## config.mk

```make
export PLATFORM = sky130hd
export DESIGN_NAME = instr_fetch_unit
export DESIGN_NICKNAME = d
export VERILOG_FILES = /design/src/rtl/instr_fetch_unit_pkg.sv /design/src/rtl/instr_fetch_unit_skid_buffer.sv /design/src/rtl/instr_fetch_unit.sv
export SDC_FILE = /design/constraint.sdc
export NUM_CORES = 1
export LEC_CHECK = 0
export ABC_AREA = 1
export CORE_UTILIZATION = 40
export CTS_CLUSTER_SIZE = 25
export DETAILED_ROUTE_END_ITERATION = 7
export PLACE_DENSITY = 0.61
export SLEW_MARGIN = 10
export SYNTH_ARGS = -nofsm -noshare
export SYNTH_HDL_FRONTEND = slang
export SYNTH_SLANG_ARGS = --single-unit
```

## constraint.sdc

```tcl
create_clock -name CLK -period 13.4 [get_ports CLK]
set_input_delay 3.35 -clock CLK [delete_from_list [all_inputs] [get_ports CLK]]
set_output_delay 3.35 -clock CLK [all_outputs]
set_load 0.05 [all_outputs]
```

## src/rtl/instr_fetch_unit_pkg.sv

```systemverilog
// Shared definitions for the instruction-fetch unit.
//   - default reset PC and bubble instruction
//   - fetch FSM state encoding (2 bits)
//   - instruction word width and small address helpers
package instr_fetch_unit_pkg;

    localparam int          INSTR_W           = 32;
    localparam logic [31:0] DEFAULT_RESET_PC  = 32'h0040_0000;
    localparam logic [31:0] DEFAULT_NOP_INSTR = 32'h0000_0000;  // sll $0,$0,0

    typedef enum logic [1:0] {
        FETCH  = 2'd0,  // Req high (or about to be), waiting for ack
        FROZEN = 2'd1,  // decode stalled, no new request issued
        SQUASH = 2'd2   // Req high for a stale address, ack will be dropped
    } fetch_state_t;

    // Redirect targets are forced onto a word boundary.
    function automatic logic [31:0] word_align(input logic [31:0] addr);
        return addr & 32'hFFFF_FFFC;
    endfunction

    // Unsigned 32-bit increment; wraps from 32'hFFFF_FFFC to 0.
    function automatic logic [31:0] pc_plus4(input logic [31:0] pc);
        return pc + 32'd4;
    endfunction

endpackage

```

## src/rtl/instr_fetch_unit_skid_buffer.sv

```systemverilog
// One-entry {instruction, pc} holding register used when a fetch completes
// while decode is frozen.
// Ports:
//   CLK, RESET           clock, synchronous active-high reset (clears valid only)
//   load, drain, clear   capture new entry / hand entry out / discard entry
//   load_data, load_pc   entry captured on load
//   data, pc, valid      current entry
module fetch_skid_buffer
    import instr_fetch_unit_pkg::*;
(
    input  logic               CLK,
    input  logic               RESET,
    input  logic               load,
    input  logic               drain,
    input  logic               clear,
    input  logic [INSTR_W-1:0] load_data,
    input  logic [31:0]        load_pc,
    output logic [INSTR_W-1:0] data,
    output logic [31:0]        pc,
    output logic               valid
);

    always_ff @(posedge CLK) begin
        if (RESET) begin
            valid <= 1'b0;
        end else if (clear) begin
            valid <= 1'b0;
        end else if (load) begin
            valid <= 1'b1;
        end else if (drain) begin
            valid <= 1'b0;
        end
    end

    // Payload needs no reset; it is qualified by valid.
    always_ff @(posedge CLK) begin
        if (load && !clear) begin
            data <= load_data;
            pc   <= load_pc;
        end
    end

endmodule

```

## src/rtl/instr_fetch_unit.sv

```systemverilog
// Instruction-fetch stage. Holds the fetch address, runs the imem req/ack
// handshake and registers {Instr, PC, PC+4, Valid} toward decode each cycle.
// Ports:
//   CLK, RESET                       clock, synchronous active-high reset
//   Alt_PC_IN, Request_Alt_PC_IN     redirect target / redirect valid
//   WANT_FREEZE_IN                   decode stall request
//   Imem_Req_OUT, Imem_Addr_OUT      read request and word address
//   Imem_Ack_IN, Imem_Data_IN        read completion and instruction word
//   Instr1_OUT, Instr_PC_OUT,
//   Instr_PC_Plus4_OUT, Instr_Valid_OUT  decode-facing output register
module instr_fetch_unit
    import instr_fetch_unit_pkg::*;
#(
    parameter logic [31:0] RESET_PC  = DEFAULT_RESET_PC,
    parameter logic [31:0] NOP_INSTR = DEFAULT_NOP_INSTR
)(
    input  logic               CLK,
    input  logic               RESET,
    input  logic [31:0]        Alt_PC_IN,
    input  logic               Request_Alt_PC_IN,
    input  logic               WANT_FREEZE_IN,
    output logic               Imem_Req_OUT,
    output logic [31:0]        Imem_Addr_OUT,
    input  logic               Imem_Ack_IN,
    input  logic [INSTR_W-1:0] Imem_Data_IN,
    output logic [INSTR_W-1:0] Instr1_OUT,
    output logic [31:0]        Instr_PC_OUT,
    output logic [31:0]        Instr_PC_Plus4_OUT,
    output logic               Instr_Valid_OUT
);

    fetch_state_t       state;
    logic               pend_vld;   // redirect received while frozen
    logic [31:0]        pend_tgt;   // target for SQUASH or deferred redirect
    logic               ack_v;
    logic               redir;
    logic               freeze;
    logic [31:0]        tgt;
    logic               skid_load;
    logic               skid_drain;
    logic               skid_clear;
    logic [INSTR_W-1:0] skid_data;
    logic [31:0]        skid_pc;
    logic               skid_vld;

    assign ack_v  = Imem_Req_OUT & Imem_Ack_IN;
    assign redir  = Request_Alt_PC_IN;
    assign freeze = WANT_FREEZE_IN;
    assign tgt    = word_align(Alt_PC_IN);

    fetch_skid_buffer u_skid (
        .CLK       (CLK),
        .RESET     (RESET),
        .load      (skid_load),
        .drain     (skid_drain),
        .clear     (skid_clear),
        .load_data (Imem_Data_IN),
        .load_pc   (Imem_Addr_OUT),
        .data      (skid_data),
        .pc        (skid_pc),
        .valid     (skid_vld)
    );

    // Skid control mirrors the FSM decisions below.
    always_comb begin
        skid_load  = 1'b0;
        skid_drain = 1'b0;
        skid_clear = 1'b0;
        case (state)
            FETCH: begin
                if (redir)                skid_clear = 1'b1;
                else if (freeze && ack_v) skid_load  = 1'b1;
            end
            FROZEN: begin
                if (redir)                     skid_clear = 1'b1;
                else if (freeze)               skid_load  = ack_v && !pend_vld;
                else if (pend_vld)             skid_clear = 1'b1;
                else if (skid_vld)             skid_drain = 1'b1;
            end
            default: skid_clear = 1'b1;
        endcase
    end

    always_ff @(posedge CLK) begin
        if (RESET) begin
            state              <= FETCH;
            pend_vld           <= 1'b0;
            Imem_Req_OUT       <= 1'b0;
            Imem_Addr_OUT      <= RESET_PC;
            Instr1_OUT         <= NOP_INSTR;
            Instr_PC_OUT       <= 32'd0;
            Instr_PC_Plus4_OUT <= 32'd0;
            Instr_Valid_OUT    <= 1'b0;
        end else begin
            case (state)
                FETCH: begin
                    if (redir && !freeze) begin
                        Instr1_OUT      <= NOP_INSTR;
                        Instr_Valid_OUT <= 1'b0;
                        // Address must stay put until the in-flight read acks.
                        if (Imem_Req_OUT && !Imem_Ack_IN) begin
                            state    <= SQUASH;
                            pend_tgt <= tgt;
                        end else begin
                            Imem_Addr_OUT <= tgt;
                            Imem_Req_OUT  <= 1'b1;
                        end
                    end else if (freeze) begin
                        state <= FROZEN;
                        if (redir) begin
                            pend_vld <= 1'b1;
                            pend_tgt <= tgt;
                        end
                        if (ack_v) begin
                            Imem_Req_OUT <= 1'b0;
                            if (!redir) Imem_Addr_OUT <= pc_plus4(Imem_Addr_OUT);
                        end
                    end else if (ack_v) begin
                        Instr1_OUT         <= Imem_Data_IN;
                        Instr_PC_OUT       <= Imem_Addr_OUT;
                        Instr_PC_Plus4_OUT <= pc_plus4(Imem_Addr_OUT);
                        Instr_Valid_OUT    <= 1'b1;
                        Imem_Addr_OUT      <= pc_plus4(Imem_Addr_OUT);
                    end else begin
                        Instr1_OUT      <= NOP_INSTR;
                        Instr_Valid_OUT <= 1'b0;
                        Imem_Req_OUT    <= 1'b1;
                    end
                end
                FROZEN: begin
                    if (redir) begin
                        pend_vld <= 1'b1;
                        pend_tgt <= tgt;
                    end
                    if (freeze) begin
                        // A read still in flight completes; its data is kept
                        // unless a redirect has made it stale.
                        if (ack_v) begin
                            Imem_Req_OUT <= 1'b0;
                            if (!(pend_vld || redir)) Imem_Addr_OUT <= pc_plus4(Imem_Addr_OUT);
                        end
                    end else if (pend_vld || redir) begin
                        Instr1_OUT      <= NOP_INSTR;
                        Instr_Valid_OUT <= 1'b0;
                        pend_vld        <= 1'b0;
                        if (Imem_Req_OUT && !Imem_Ack_IN) begin
                            state    <= SQUASH;
                            pend_tgt <= redir ? tgt : pend_tgt;
                        end else begin
                            state         <= FETCH;
                            Imem_Addr_OUT <= redir ? tgt : pend_tgt;
                            Imem_Req_OUT  <= 1'b1;
                        end
                    end else if (skid_vld) begin
                        // Address was already advanced past the skid entry.
                        state              <= FETCH;
                        Instr1_OUT         <= skid_data;
                        Instr_PC_OUT       <= skid_pc;
                        Instr_PC_Plus4_OUT <= pc_plus4(skid_pc);
                        Instr_Valid_OUT    <= 1'b1;
                        Imem_Req_OUT       <= 1'b1;
                    end else begin
                        state        <= FETCH;
                        Imem_Req_OUT <= 1'b1;
                        if (ack_v) begin
                            Instr1_OUT         <= Imem_Data_IN;
                            Instr_PC_OUT       <= Imem_Addr_OUT;
                            Instr_PC_Plus4_OUT <= pc_plus4(Imem_Addr_OUT);
                            Instr_Valid_OUT    <= 1'b1;
                            Imem_Addr_OUT      <= pc_plus4(Imem_Addr_OUT);
                        end else begin
                            Instr1_OUT      <= NOP_INSTR;
                            Instr_Valid_OUT <= 1'b0;
                        end
                    end
                end
                SQUASH: begin
                    if (!freeze) begin
                        Instr1_OUT      <= NOP_INSTR;
                        Instr_Valid_OUT <= 1'b0;
                    end
                    if (redir) pend_tgt <= tgt;
                    // The stale read's data is dropped; only its ack matters.
                    if (ack_v) begin
                        if (freeze) begin
                            state        <= FROZEN;
                            pend_vld     <= 1'b1;
                            Imem_Req_OUT <= 1'b0;
                        end else begin
                            state         <= FETCH;
                            Imem_Addr_OUT <= redir ? tgt : pend_tgt;
                        end
                    end
                end
                default: state <= FETCH;
            endcase
        end
    end

endmodule

```

=== After elaboration in Yosys (flattened, before gate mapping) ===
Cells that the tools add are included.

* Register bits: 230
* Input port bits: 69

* Eq/ne operators: 21
* Reductions and logical operators: 24
* Muxes and demuxes: 94
* Bitwise logic cells: 2
* Add/subtract/negate cells: 2

{| class="wikitable"
|+ Operator list
! kind !! number
|-
| two-way mux 32 bit || 37
|-
| case mux 32 bit (2 select lines) || 3
|-
| case mux 32 bit (3 select lines) || 2
|-
| adder 32 x 3 -> 32 bit (second input constant) || 2
|-
| two-way mux 1 bit || 39
|-
| inequality test 3 bit (second input constant) || 7
|-
| inequality test 2 bit (second input constant) || 8
|-
| inequality test 4 bit (second input constant) || 4
|-
| AND reduction 4 bit || 4
|-
| two-way mux 2 bit || 7
|-
| AND reduction 10 bit || 1
|-
| AND reduction 5 bit || 2
|-
| case mux 1 bit (3 select lines) || 3
|-
| case mux 2 bit (3 select lines) || 1
|-
| nonzero test 2 bit || 3
|-
| logical AND 1 bit || 5
|-
| logical NOT 1 bit || 4
|-
| case mux 1 bit (2 select lines) || 2
|-
| OR reduction 2 bit || 2
|-
| nonzero test 3 bit || 1
|-
| equality test 2 x 1 -> 1 bit (second input constant) || 1
|-
| equality test 2 bit (second input constant) || 1
|-
| logical NOT 2 bit || 1
|-
| bitwise AND 1 bit || 1
|-
| other kinds (2) || 2
|}

=== Depth between registers and ports, before layout ===
Gate-level depths: netlist of run 1.

* Depth after elaboration: 7
* Gate-level depth with buffers: 15
* Gate-level depth less buffers: 14

=== Modules after synthesis ===
Synthesis of run 1 repeated with hierarchy kept, for this count alone.

* Cells, all modules: 1577
* Area total of the unflattened synthesis: 12348.1 um2

{| class="wikitable"
|+ By module, submodules not included
! module !! sequential area each (um2) !! cells an instance !! instances !! area each (um2)
|-
| instr_fetch_unit || 3623.5 || 1504 || 1 || 10371.2
|-
| fetch_skid_buffer || 1941.9 || 73 || 1 || 1976.9
|}

=== Worst setup path after synthesis of run 1 ===
Ideal clock, no wire load.

* Path type: input to register
* Start: input port Imem_Ack_IN
* End: register u_skid.data[0] (enable)
* Required time: 12.912 ns
* Stages on the path: 4
* Slack: 6.322 ns
* Data arrival time: 6.590 ns
* Cells stage by stage: nand2_1 -> buf_2 -> buf_1 -> nor2_1

* Longest elaborated chain between the ends: 6
* Elaborated cells on any way between the ends: 9

{| class="wikitable"
|+ RTL lines
! element !! line !! text
|-
| start: declaration || instr_fetch_unit.sv:24 || <nowiki>input logic Imem_Ack_IN,</nowiki>
|-
| bitwise AND 1 bit * || instr_fetch_unit.sv:46 || <nowiki>assign ack_v = Imem_Req_OUT & Imem_Ack_IN;</nowiki>
|-
| logical AND 1 bit, on equally long branches || instr_fetch_unit.sv:76, instr_fetch_unit.sv:72 ||
|-
| two-way mux 1 bit, on equally long branches || instr_fetch_unit.sv:76, instr_fetch_unit.sv:72 ||
|-
| two-way mux 1 bit, on equally long branches || instr_fetch_unit.sv:75, instr_fetch_unit.sv:71 ||
|-
| case mux 1 bit (2 select lines) * || instr_fetch_unit.sv:69 || <nowiki>case (state)</nowiki>
|-
| logical AND 1 bit * || instr_fetch_unit_skid_buffer.sv:37 || <nowiki>if (load && !clear) begin</nowiki>
|-
| end signal: assignment || instr_fetch_unit_skid_buffer.sv:38 || <nowiki>data <= load_data;</nowiki>
|-
| end: declaration || instr_fetch_unit_skid_buffer.sv:18 || <nowiki>output logic [INSTR_W-1:0] data,</nowiki>
|}

Every way passes the cells marked *; elsewhere a longest branch is shown, timed or not.
A chain may end at the register's enable or synchronous reset.

=== Worst setup path after layout of run 1 ===
* Start: input port Imem_Ack_IN
* End: register Imem_Addr_OUT[22]

* Longest elaborated chain between the ends: 6
* Elaborated cells on any way between the ends: 16

{| class="wikitable"
|+ RTL lines
! element !! line !! text
|-
| bitwise AND 1 bit || instr_fetch_unit.sv:46 ||
|-
| two-way mux 32 bit (4 in a row) || -- ||
|-
| case mux 32 bit (3 select lines) || -- ||
|-
| end signal: assignment || instr_fetch_unit.sv:105 || <nowiki>Imem_Addr_OUT <= tgt;</nowiki>
|-
| end signal: assignment || instr_fetch_unit.sv:116 || <nowiki>if (!redir) Imem_Addr_OUT <= pc_plus4(Imem_Addr_OUT);</nowiki>
|-
| end signal: assignment || instr_fetch_unit.sv:123 || <nowiki>Imem_Addr_OUT <= pc_plus4(Imem_Addr_OUT);</nowiki>
|-
| end: declaration || instr_fetch_unit.sv:23 || <nowiki>output logic [31:0] Imem_Addr_OUT,</nowiki>
|}

Parallel ways exist; a longest one is shown, timed or not. The select of a mux whose other input is x is not followed.

==> key figures, run 1 <==
Timing
  – FMAX: 148 MHz
  – Final worst slack: 6.64 ns
  – Final hold violation count: 0
  – Hold Slack: 0.464 ns
  – RSZ-0062 raised after global routing: no
  – Tcrit/Tclk final: 50.4%
  – Setup_tns: 0 ns
  – Final setup viols: 0
  – Worst clock skew: 0.0110 ns
  – Tmin final: 6.76 ns
  – Pins Over Slew Limit: 0
  – Worst-Margin Slew: 0.990 ns
  – Max_slew headroom: 33.4%

Cells and area
  – # diodes: 0
  – Final net count: 1878
  – Commonest non-fill, non-tap cells in the layout: nand2_1, clkdlybuf4s50_1, nor2_1, dfxtp_1, a21oi_1
  – Area Growth Syn to Fin: 24.6%
  – Fraction of layout cells with a size suffix above 1: 6.20%
  – Commonest non-fill, non-tap cell in the layout: nand2_1
  – Finished Layout Cells: 2213
  – Fillers: 2966

Routing
  – Via count: 12300
  – DR iter-0 viols: 1165
  – Final WL: 44.6 mm
  – Met3 Wirelength: 3.10 mm
  – First-pass DRT Iterations: 5
  – Via density: 5.54
  – WL per Instance: 20.2 um
  – Metal2 WL: 20.6 mm
  – Top layer in use: met4
  – Post-route antenna net violation count: 0
  – M1 WL: 19.2 mm
  – Drt drc: 0

Setup path
  – CP max FO: 59
  – Reg2reg start: Imem_Req_OUT
  – R2R Setup Slk: 9.56 ns
  – Kind of end point of the critical path: register
  – Crit-path slowest cell: inv_2
  – R2r worst-path depth: 13
  – Crit path DAT: 7.18 ns
  – Data required, critical path: 13.82 ns
  – Crit path max-delay family: buffers and inverters
  – Critical-path cell list: clkdlybuf4s50_1 > nand2_1 > buf_4 > clkinv_1 > buf_4 > a21oi_1 > nor3_2 > nand2_2 > inv_2 > nand3_1 > a21oi_1 > nand2_1 > nand2_1 > nand2_1
  – WS Path Type: input port to register
  – Crit-path most repeated cell: nand2_1
  – WP depth: 14
  – Worst path buffer plus inverter count: 5
  – Reg2reg end: Imem_Addr_OUT[22]
  – Max incr delay on CP: 0.70 ns
  – Startpoint Class: input port

Power and ir drop
  – LEAKAGE: 0.00567 uW
  – Switching power share of the total: 44.8%
  – Clk pwr share: 24.0%
  – Combinational share of power: 42.9%
  – Reg power frac: 33.1%
  – Psw: 1360 uW
  – PwrDens: 197 nW/um^2
  – Cell Int Power: 1680 uW
  – Max VDD drop: 0.156 mV
  – Total power: 3040 uW

Clock network
  – Num CTS Buffers: 26
  – Clock-pin slew on the worst setup and hold paths: 0.06 ns
  – Sink Count: 230
  – Post-CTS sizing: 0
  – Root buffer cell: clkbuf_16
  – Post-CTS setup buffers: 0
  – # H-tree levels: 1
  – CTS tree: built
  – CTS max path bufs: 3
  – Cts hold-fix bufs: 0
  – Worst skew pair latency: 0.54 ns

Global route
  – GRT Util Overall: 28.0%
  – Total grt overflow: 0
  – Largest net degree at the start of global routing: 67
  – First-pass GRT wire length: 67.7 mm
  – Vias in the first global route: 11600
  – Antenna violations before repair: 0

Yosys
  – Complex-gate fraction of the synthesized area: 18.1%
  – Simple-gate area share of the yosys netlist: 27.4%
  – Synth top area share: 23.3%
  – Main combinational cell family by area after synthesis: simple AND/OR/NAND/NOR gates
  – Cell taking the most area after synthesis: edfxtp_1
  – Post-synth cell types: 48
  – Synthesized area: 12400 um^2
  – Total number of yosys warnings: 0
  – Synth Area in Adders: 0.608%
  – #FFs+latches synth: 230
  – Post-synthesis mux area share: 0%
  – Post-Syn Nets: 1733
  – Synthesized instance count: 1658
  – Seq/Total Area, Yosys: 45.0%
  – Mean Syn Cell Area: 7.45 um^2
  – Area contributors post-synth: edfxtp_1, dfxtp_1, nand2_1
  – Xor and xnor fraction of the mapped netlist area: 1.56%

Floorplan
  – Row count: 63
  – IO Pins: 199
  – Starting Density: 41.1%
  – Die Y: 178 um
  – Die ar.: 31600 um^2
  – Horiz. Die Dim: 178 um
  – Core area: 30000 um^2

Status
  – Status: finished, final reports clean

Place
  – GP Congestion: 0.917
  – Detail Placement HPWL: 30.7 mm
  – Placed cells: 2165
  – Dpl ws: 6.19 ns
  – # port buffers: 196

Flow run
  – Max cap viols: 0

Hold path
  – Type of the most critical hold path: register to register
  – Hold Startpoint: Instr_PC_OUT[1]
  – Hold endpoint: Instr_PC_OUT[1]
  – Hold path depth: 2
metrics by stage:
step | area (um^2) | utilization [%]
4_1_cts | 15400 | 51.3
3_3_place_gp | 14500 | 48.4
5_1_grt | 15400 | 51.3
2_1_floorplan | 12400 | -
6_report | 15400 | 51.3
3_5_place_dp | 14500 | 48.4
cells in the mapped netlist, drive strengths merged:
master     n
and3       1
o221a     10
nor4       4
nand3b     3
nor2     165
a311oi     8
o211ai    47
nand4     30
a22o       1
nand2    464
o21ai    114
inv      120
ha         6
a21oi    129
a211oi    11
nor3      17
dfxtp    134
a31oi     43
a32o       1
o22ai      2
o21bai     2
buf       44
a31o       1
xor2      20
or2        6
o2111ai    5
clkinv     2
nand3    112
o311ai     1
edfxtp    96
clkbuf    54
xnor2      2
a211o      3
flip-flops by register name, indices dropped and copies added, names as in the netlist, 2 cells and up:
signal	flops
Instr_PC_Plus4_OUT	32
state	2
Instr_PC_OUT	32
Imem_Addr_OUT	32
Instr1_OUT	32
u_skid.pc	32
pend_tgt	32
u_skid.data	32
kinds of logic after synthesis:
| kind of cell | after synthesis |
|---|---|
| flops | 230 |
| simple gates | 802 |
| compound gates | 378 |
| buf+inv | 220 |
| xor+xnor | 22 |
| fa+ha+maj | 6 |
power by group through the flow:
stage | combinational (uW) | clock, uW | sequential [uW]
2_1_floorplan | 603 | 0 | 1260
3_3_place_gp | 1280 | 0 | 1010
3_5_place_dp | 1290 | 0 | 1010
4_1_cts | 1300 | 736 | 1000
5_1_grt | 1410 | 763 | 1020
6_report | 1300 | 730 | 1010
worst min-delay path, stage by stage, from the launching register on:
cell and delay, ns:
dfxtp_1 0.31, nand2_1 0.06, a21oi_1 0.06
cell type report:
type | instances | area (um^2) | area share [%]
sequential | 230 | 5570 | 36.1
multi-input combinational | 1208 | 5920 | 38.5
clock buffer | 37 | 753 | 4.89
timing repair buffer | 215 | 2100 | 13.6
inverter | 122 | 464 | 3.01
tap | 390 | 488 | 3.17
clock inverter | 11 | 105 | 0.683
layer usage:
metal / GRT usage [%] / vias up
li1: - / 5977
met1: 37.2 / 5729
met2: 45.0 / 480
met3: 5.16 / 76
met4: 10.7 / 0
met5: 0 / -
worst max-delay path by stage:
stage / end / from / slack, ns
after CTS: Imem_Addr_OUT[22] / Imem_Ack_IN / 6.75
after floorplan: u_skid.data[0] / Imem_Ack_IN / 6.32
after detailed placement: Imem_Addr_OUT[22] / Imem_Ack_IN / 6.19
after global routing: Imem_Addr_OUT[22] / Imem_Ack_IN / 6.43
final: Imem_Addr_OUT[22] / Imem_Ack_IN / 6.64
after global placement: Imem_Addr_OUT[22] / Imem_Ack_IN / 6.22
Power figures use the tool's default switching activity.
==> run 2: changes to the inputs <==
PLACE_DENSITY = 0.63   (was 0.61)
clock period = 5.4 ns   (was 13.4 ns; I/O delays follow)
==> run 2 against run 1 <==
  * Register-to-register slack got worse by 7.6 ns
  * Cell count increased by 0.23%
  * Via count increased by 0.53%
  * First-iteration DRC count decreased by 14%
  * Worst hold slack about the same
  * Clock-buffer cell count decreased by 6
  * Sequential power increased by 150%
  * Setup slack got worse by 5.0 ns
  * Total power increased by 150%
  * Largest power group unchanged
==> key figures, run 2 (synthesis results as in run 1) <==
Cells and area
  – Commonest non-fill, non-tap cells in the layout: nand2_1, clkdlybuf4s50_1, nor2_1, dfxtp_1, a21oi_1
  – Fillers: 2972 (+0.20%)
  – Commonest non-fill, non-tap cell in the layout: nand2_1
  – Fin util: 51.5% (+0.23 points)
  – # diodes: 0 (unchanged)
  – Final net count: 1882 (+0.21%)
  – Area Growth Syn to Fin: 25.2%
  – Post-layout instance area: 15500 um^2 (+0.45%)
  – Fraction of layout cells with a size suffix above 1: 6.51% (+0.31 points)

Global route
  – Total grt overflow: 0 (unchanged)
  – First-pass GRT wire length: 67.3 mm (-0.53%)
  – Largest net degree at the start of global routing: 67 (unchanged)
  – GRT Util Overall: 27.7% (-0.31 points)
  – Vias in the first global route: 11600 (+0.29%)
  – Antenna violations before repair: 0 (unchanged)

Clock network
  – Worst skew pair latency: 0.56 ns (+0.02 ns)
  – # H-tree levels: 1 (unchanged)
  – Num CTS Buffers: 27 (+3.8%)
  – Clock-pin slew on the worst setup and hold paths: 0.06 ns (about the same)
  – Sink Count: 230 (unchanged)
  – Root buffer cell: clkbuf_16
  – Cts hold-fix bufs: 0 (unchanged)
  – CTS max path bufs: 3 (unchanged)
  – Post-CTS setup buffers: 0 (unchanged)
  – Post-CTS sizing: 0 (unchanged)
  – CTS tree: built

Floorplan
  – Horiz. Die Dim: 178 um (unchanged)
  – Starting Density: 41.1% (unchanged)
  – Die ar.: 31600 um^2 (unchanged)
  – Core area: 30000 um^2 (unchanged)
  – Die Y: 178 um (unchanged)
  – IO Pins: 199 (unchanged)
  – Row count: 63 (unchanged)

Routing
  – Via density: 5.56 (+0.30%)
  – DR iter-0 viols: 998 (-14%)
  – Post-route antenna net violation count: 0 (unchanged)
  – WL per Instance: 19.8 um (-1.6%)
  – Via count: 12300 (+0.53%)
  – Drt drc: 0 (unchanged)
  – Final WL: 44.0 mm (-1.3%)
  – First-pass DRT Iterations: 5 (unchanged)

Power and ir drop
  – LEAKAGE: 0.00570 uW (+0.63%)
  – PwrDens: 491 nW/um^2 (+150%)
  – Max VDD drop: 0.303 mV (+95%)
  – Total power: 7590 uW (+150%)

Timing
  – FMAX: 263 MHz
  – Setup_tns: 0 ns (unchanged)
  – Tcrit/Tclk final: 70.4%
  – RSZ-0062 raised after global routing: no
  – Final hold violation count: 0 (unchanged)
  – Worst clock skew: 0.0191 ns (+0.00808 ns)
  – Tmin final: 3.80 ns
  – Hold Slack: 0.463 ns (-0.000453 ns)
  – Worst-Margin Slew: 1.04 ns (+0.0550 ns)
  – Pins Over Slew Limit: 0 (unchanged)
  – Final setup viols: 0 (unchanged)
  – Max_slew headroom: 30.3% (-3.2 points)

Status
  – Status: finished, final reports clean

Setup path
  – Critical-path cell list: clkdlybuf4s50_1 > inv_4 > nand2_8 > nor2_2 > buf_4 > o21ai_0 > inv_1 > or2_1 > buf_4 > o211ai_1 > a31oi_1
  – Kind of end point of the critical path: register
  – Crit path max-delay family: buffers and inverters
  – Startpoint Class: input port
  – WS Path Type: input port to register
  – Crit-path slowest cell: or2_1
  – Crit-path most repeated cell: buf_4
  – Data required, critical path: 5.87 ns (-7.95 ns)
  – Max incr delay on CP: 0.58 ns (-0.12 ns)
  – Worst path buffer plus inverter count: 5 (unchanged)
  – CP max FO: 42 (-29%)
  – Crit path DAT: 4.28 ns (-2.90 ns)

Place
  – Detail Placement HPWL: 30.8 mm (+0.32%)
  – # port buffers: 196 (unchanged)
  – GP Congestion: 0.942 (+2.8%)
  – Area after DPL: 14600 um^2 (+0.22%)

Flow run
  – Max cap viols: 0 (unchanged)

Hold path
  – Type of the most critical hold path: register to register
-- run 2: through the flow --
stage	worst slack, ns	instances
6_report	1.60	2218
5_1_grt	1.34	2218
4_1_cts	1.59	2218
3_5_place_dp	1.03	2168
3_3_place_gp	1.04	2168
2_1_floorplan	0.322	1658
-- run 2: path summary, 6_finish.rpt --
kind         depth (start not counted)  slack, ns                to               from
max reg2reg                          9       1.98  Imem_Addr_OUT[1]           state[1]
max                                 11       1.60    Instr1_OUT[26]  Request_Alt_PC_IN
min reg2reg                          0       0.46      u_skid.pc[1]   Imem_Addr_OUT[1]
min                                  0       0.46      u_skid.pc[1]   Imem_Addr_OUT[1]
-- run 2: area by class of cell --
class | instances | area (um^2) | area share (%)
Clock inverter | 19 | 205 | 1.33
Tap cell | 390 | 488 | 3.16
Inverter | 122 | 463 | 2.99
Timing Repair Buffer | 218 | 2130 | 13.8
Sequential cell | 230 | 5570 | 36.0
Multi-Input combinational cell | 1208 | 5920 | 38.3
Clock buffer | 31 | 691 | 4.47
-- run 2: power breakdown --
| group | leakage, uW | switching (uW) | internal, uW |
|---|---|---|---|
| sequential | 0.00199 | 332 | 2160 |
| combinational | 0.00328 | 2260 | 954 |
| clock | 0.000442 | 770 | 1110 |
-- run 2: worst reg2reg max path, cell delays in order (launching register included) --
cell      delay (ns)
dfxtp_1         0.36
inv_1           0.09
ha_1            0.69
clkinv_1        0.58
nand2_1         0.32
nand2_2         0.22
inv_1           0.50
nand3_1         0.28
o21ai_1         0.21
a21oi_1         0.05
-- run 2: routing by layer --
metal	global-route usage [%]	vias to the layer above	share of wire [%]
li1	-	5980	-
met1	35.8	5816	43
met2	45.8	444	47
met3	4.52	87	6.4
met4	11.0	0	4.1
met5	0	-	0
==> run 3: changes to the inputs <==
PLACE_DENSITY = 0.61   (was 0.63)
clock period = 3.75 ns   (was 5.4 ns; I/O delays follow)
==> run 3 against run 2 <==
  * Sequential power up 43%
  * Cell count up 0.63%
  * Routed wire length up 1.2%
  * Global-route usage up 0.34 points
  * Largest power group unchanged
  * Register-to-register slack worse by 1.0 ns
  * Worst hold slack better by 0.0044 ns
==> key figures, run 3 (synthesis results as in run 1) <==
Status
  – Status: finished, final reports clean

Routing
  – Post-route antenna net violation count: 0 (unchanged)
  – Final WL: 44.5 mm (+1.2%)
  – Drt drc: 0 (unchanged)
  – Via count: 12400 (+0.95%)
  – WL per Instance: 19.9 um (+0.54%)
  – DR iter-0 viols: 1086 (+8.8%)
  – First-pass DRT Iterations: 5 (unchanged)
  – Via density: 5.58 (+0.32%)

Clock network
  – CTS max path bufs: 3 (unchanged)
  – Worst skew pair latency: 0.54 ns (-0.02 ns)
  – Cts hold-fix bufs: 0 (unchanged)
  – Post-CTS setup buffers: 0 (unchanged)
  – Num CTS Buffers: 27 (unchanged)
  – Sink Count: 230 (unchanged)
  – CTS tree: built
  – Clock-pin slew on the worst setup and hold paths: 0.06 ns (about the same)
  – Root buffer cell: clkbuf_16
  – Post-CTS sizing: 0 (unchanged)
  – # H-tree levels: 1 (unchanged)

Timing
  – RSZ-0062 raised after global routing: no
  – Tcrit/Tclk final: 82.0%
  – Worst-Margin Slew: 0.898 ns (-0.146 ns)
  – Setup_tns: 0 ns (unchanged)
  – Max_slew headroom: 39.6% (+9.3 points)
  – Worst clock skew: 0.0110 ns (-0.00808 ns)
  – Tmin final: 3.07 ns
  – FMAX: 325 MHz
  – Final setup viols: 0 (unchanged)
  – Final hold violation count: 0 (unchanged)
  – Pins Over Slew Limit: 0 (unchanged)

Floorplan
  – Row count: 63 (unchanged)
  – Starting Density: 41.1% (unchanged)
  – IO Pins: 199 (unchanged)
  – Horiz. Die Dim: 178 um (unchanged)
  – Core area: 30000 um^2 (unchanged)
  – Die Y: 178 um (unchanged)
  – Die ar.: 31600 um^2 (unchanged)

Cells and area
  – Commonest non-fill, non-tap cell in the layout: nand2_1
  – Fillers: 2963 (-0.30%)
  – # diodes: 0 (unchanged)
  – Final net count: 1896 (+0.74%)
  – Commonest non-fill, non-tap cells in the layout: nand2_1, clkdlybuf4s50_1, nor2_1, dfxtp_1, a21oi_1
  – Finished Layout Cells: 2232 (+0.63%)
  – Area Growth Syn to Fin: 26.5%
  – Fraction of layout cells with a size suffix above 1: 7.33% (+0.82 points)

Setup path
  – CP max FO: 10 (-76%)
  – Crit path DAT: 2.14 ns (-2.14 ns)
  – Crit path max-delay family: buffers and inverters
  – Worst path buffer plus inverter count: 1 (-4)
  – WP depth: 1 (-10)
  – Max incr delay on CP: 0.94 ns (+0.36 ns)
  – Critical-path cell list: clkdlybuf4s50_1
  – WS Path Type: register to primary output
  – R2r worst-path depth: 13 (+4)
  – Data required, critical path: 2.81 ns (-3.06 ns)
  – Kind of end point of the critical path: primary output
  – Startpoint Class: register
  – Crit-path slowest cell: clkdlybuf4s50_1

Place
  – GP Congestion: 0.932 (-1.1%)
  – Detail Placement HPWL: 31.8 mm (+3.4%)
  – # port buffers: 196 (unchanged)
  – Placed cells: 2182 (+0.65%)

Global route
  – Vias in the first global route: 11700 (+0.66%)
  – GRT Util Overall: 28.0% (+0.34 points)
  – First-pass GRT wire length: 68.2 mm (+1.4%)
  – Antenna violations before repair: 0 (unchanged)
  – Largest net degree at the start of global routing: 67 (unchanged)
  – Total grt overflow: 0 (unchanged)

Power and ir drop
  – LEAKAGE: 0.00579 uW (+1.6%)
  – Total power: 11100 uW (+46%)
  – Max VDD drop: 0.376 mV (+24%)
  – PwrDens: 707 nW/um^2 (+44%)

Flow run
  – Max cap viols: 0 (unchanged)

Hold path
  – Hold path depth: 2 (+2)
  – Type of the most critical hold path: register to register
[run 3: path summary, 6_finish.rpt]
kind,endpoint,startpoint,slack (ns)
setup / recovery,Imem_Addr_OUT[4],Imem_Addr_OUT[4],0.68
hold / removal,Instr_PC_Plus4_OUT[4],Instr_PC_Plus4_OUT[4],0.47
hold reg to reg,Instr_PC_Plus4_OUT[4],Instr_PC_Plus4_OUT[4],0.47
setup reg to reg,Imem_Addr_OUT[30],Imem_Addr_OUT[3],0.95
[run 3: area by class of cell]
class	instances	area [um^2]	area share, %
tap	390	488	3.12
multi-input combinational	1208	5920	37.9
clock inverter	17	171	1.10
clock buffer	33	749	4.79
inverter	122	463	2.96
sequential	230	5570	35.6
timing repair buffer	232	2280	14.6
[run 3: per-layer routing]
metal | GRT usage (%) | part of all wire, % | up-vias
met5 | 0 | 0 | -
met3 | 4.50 | 6.9 | 84
met2 | 44.5 | 46 | 507
li1 | - | - | 6023
met4 | 12.0 | 4.4 | 0
met1 | 37.5 | 43 | 5830
[run 3: through the flow]
step	setup slack, ns	area (um^2)	hold WS, ns	utilization [%]
global route	0.668	15600	0.486	52.1
global placement	0.645	14700	0.449	49.0
CTS	0.692	15600	0.468	52.1
finish	0.677	15600	0.468	52.1
detailed placement	0.654	14700	0.459	49.0
floorplan	0.169	12400	0.496	-
[run 3: worst register-to-register path, delay by kind of cell, from the launching register on]
family | cells | cell delay [ns]
simple gates | 10 | 1.37
flops | 1 | 0.67
compound gates | 1 | 0.25
buf+inv | 1 | 0.13
fa+ha+maj | 1 | 0.30
[run 3: report_power, final]
group	internal, uW	switching [uW]	leakage, uW
logic	1460	3310	0.00336
registers	3110	468	0.00199
clock network	1630	1080	0.000449
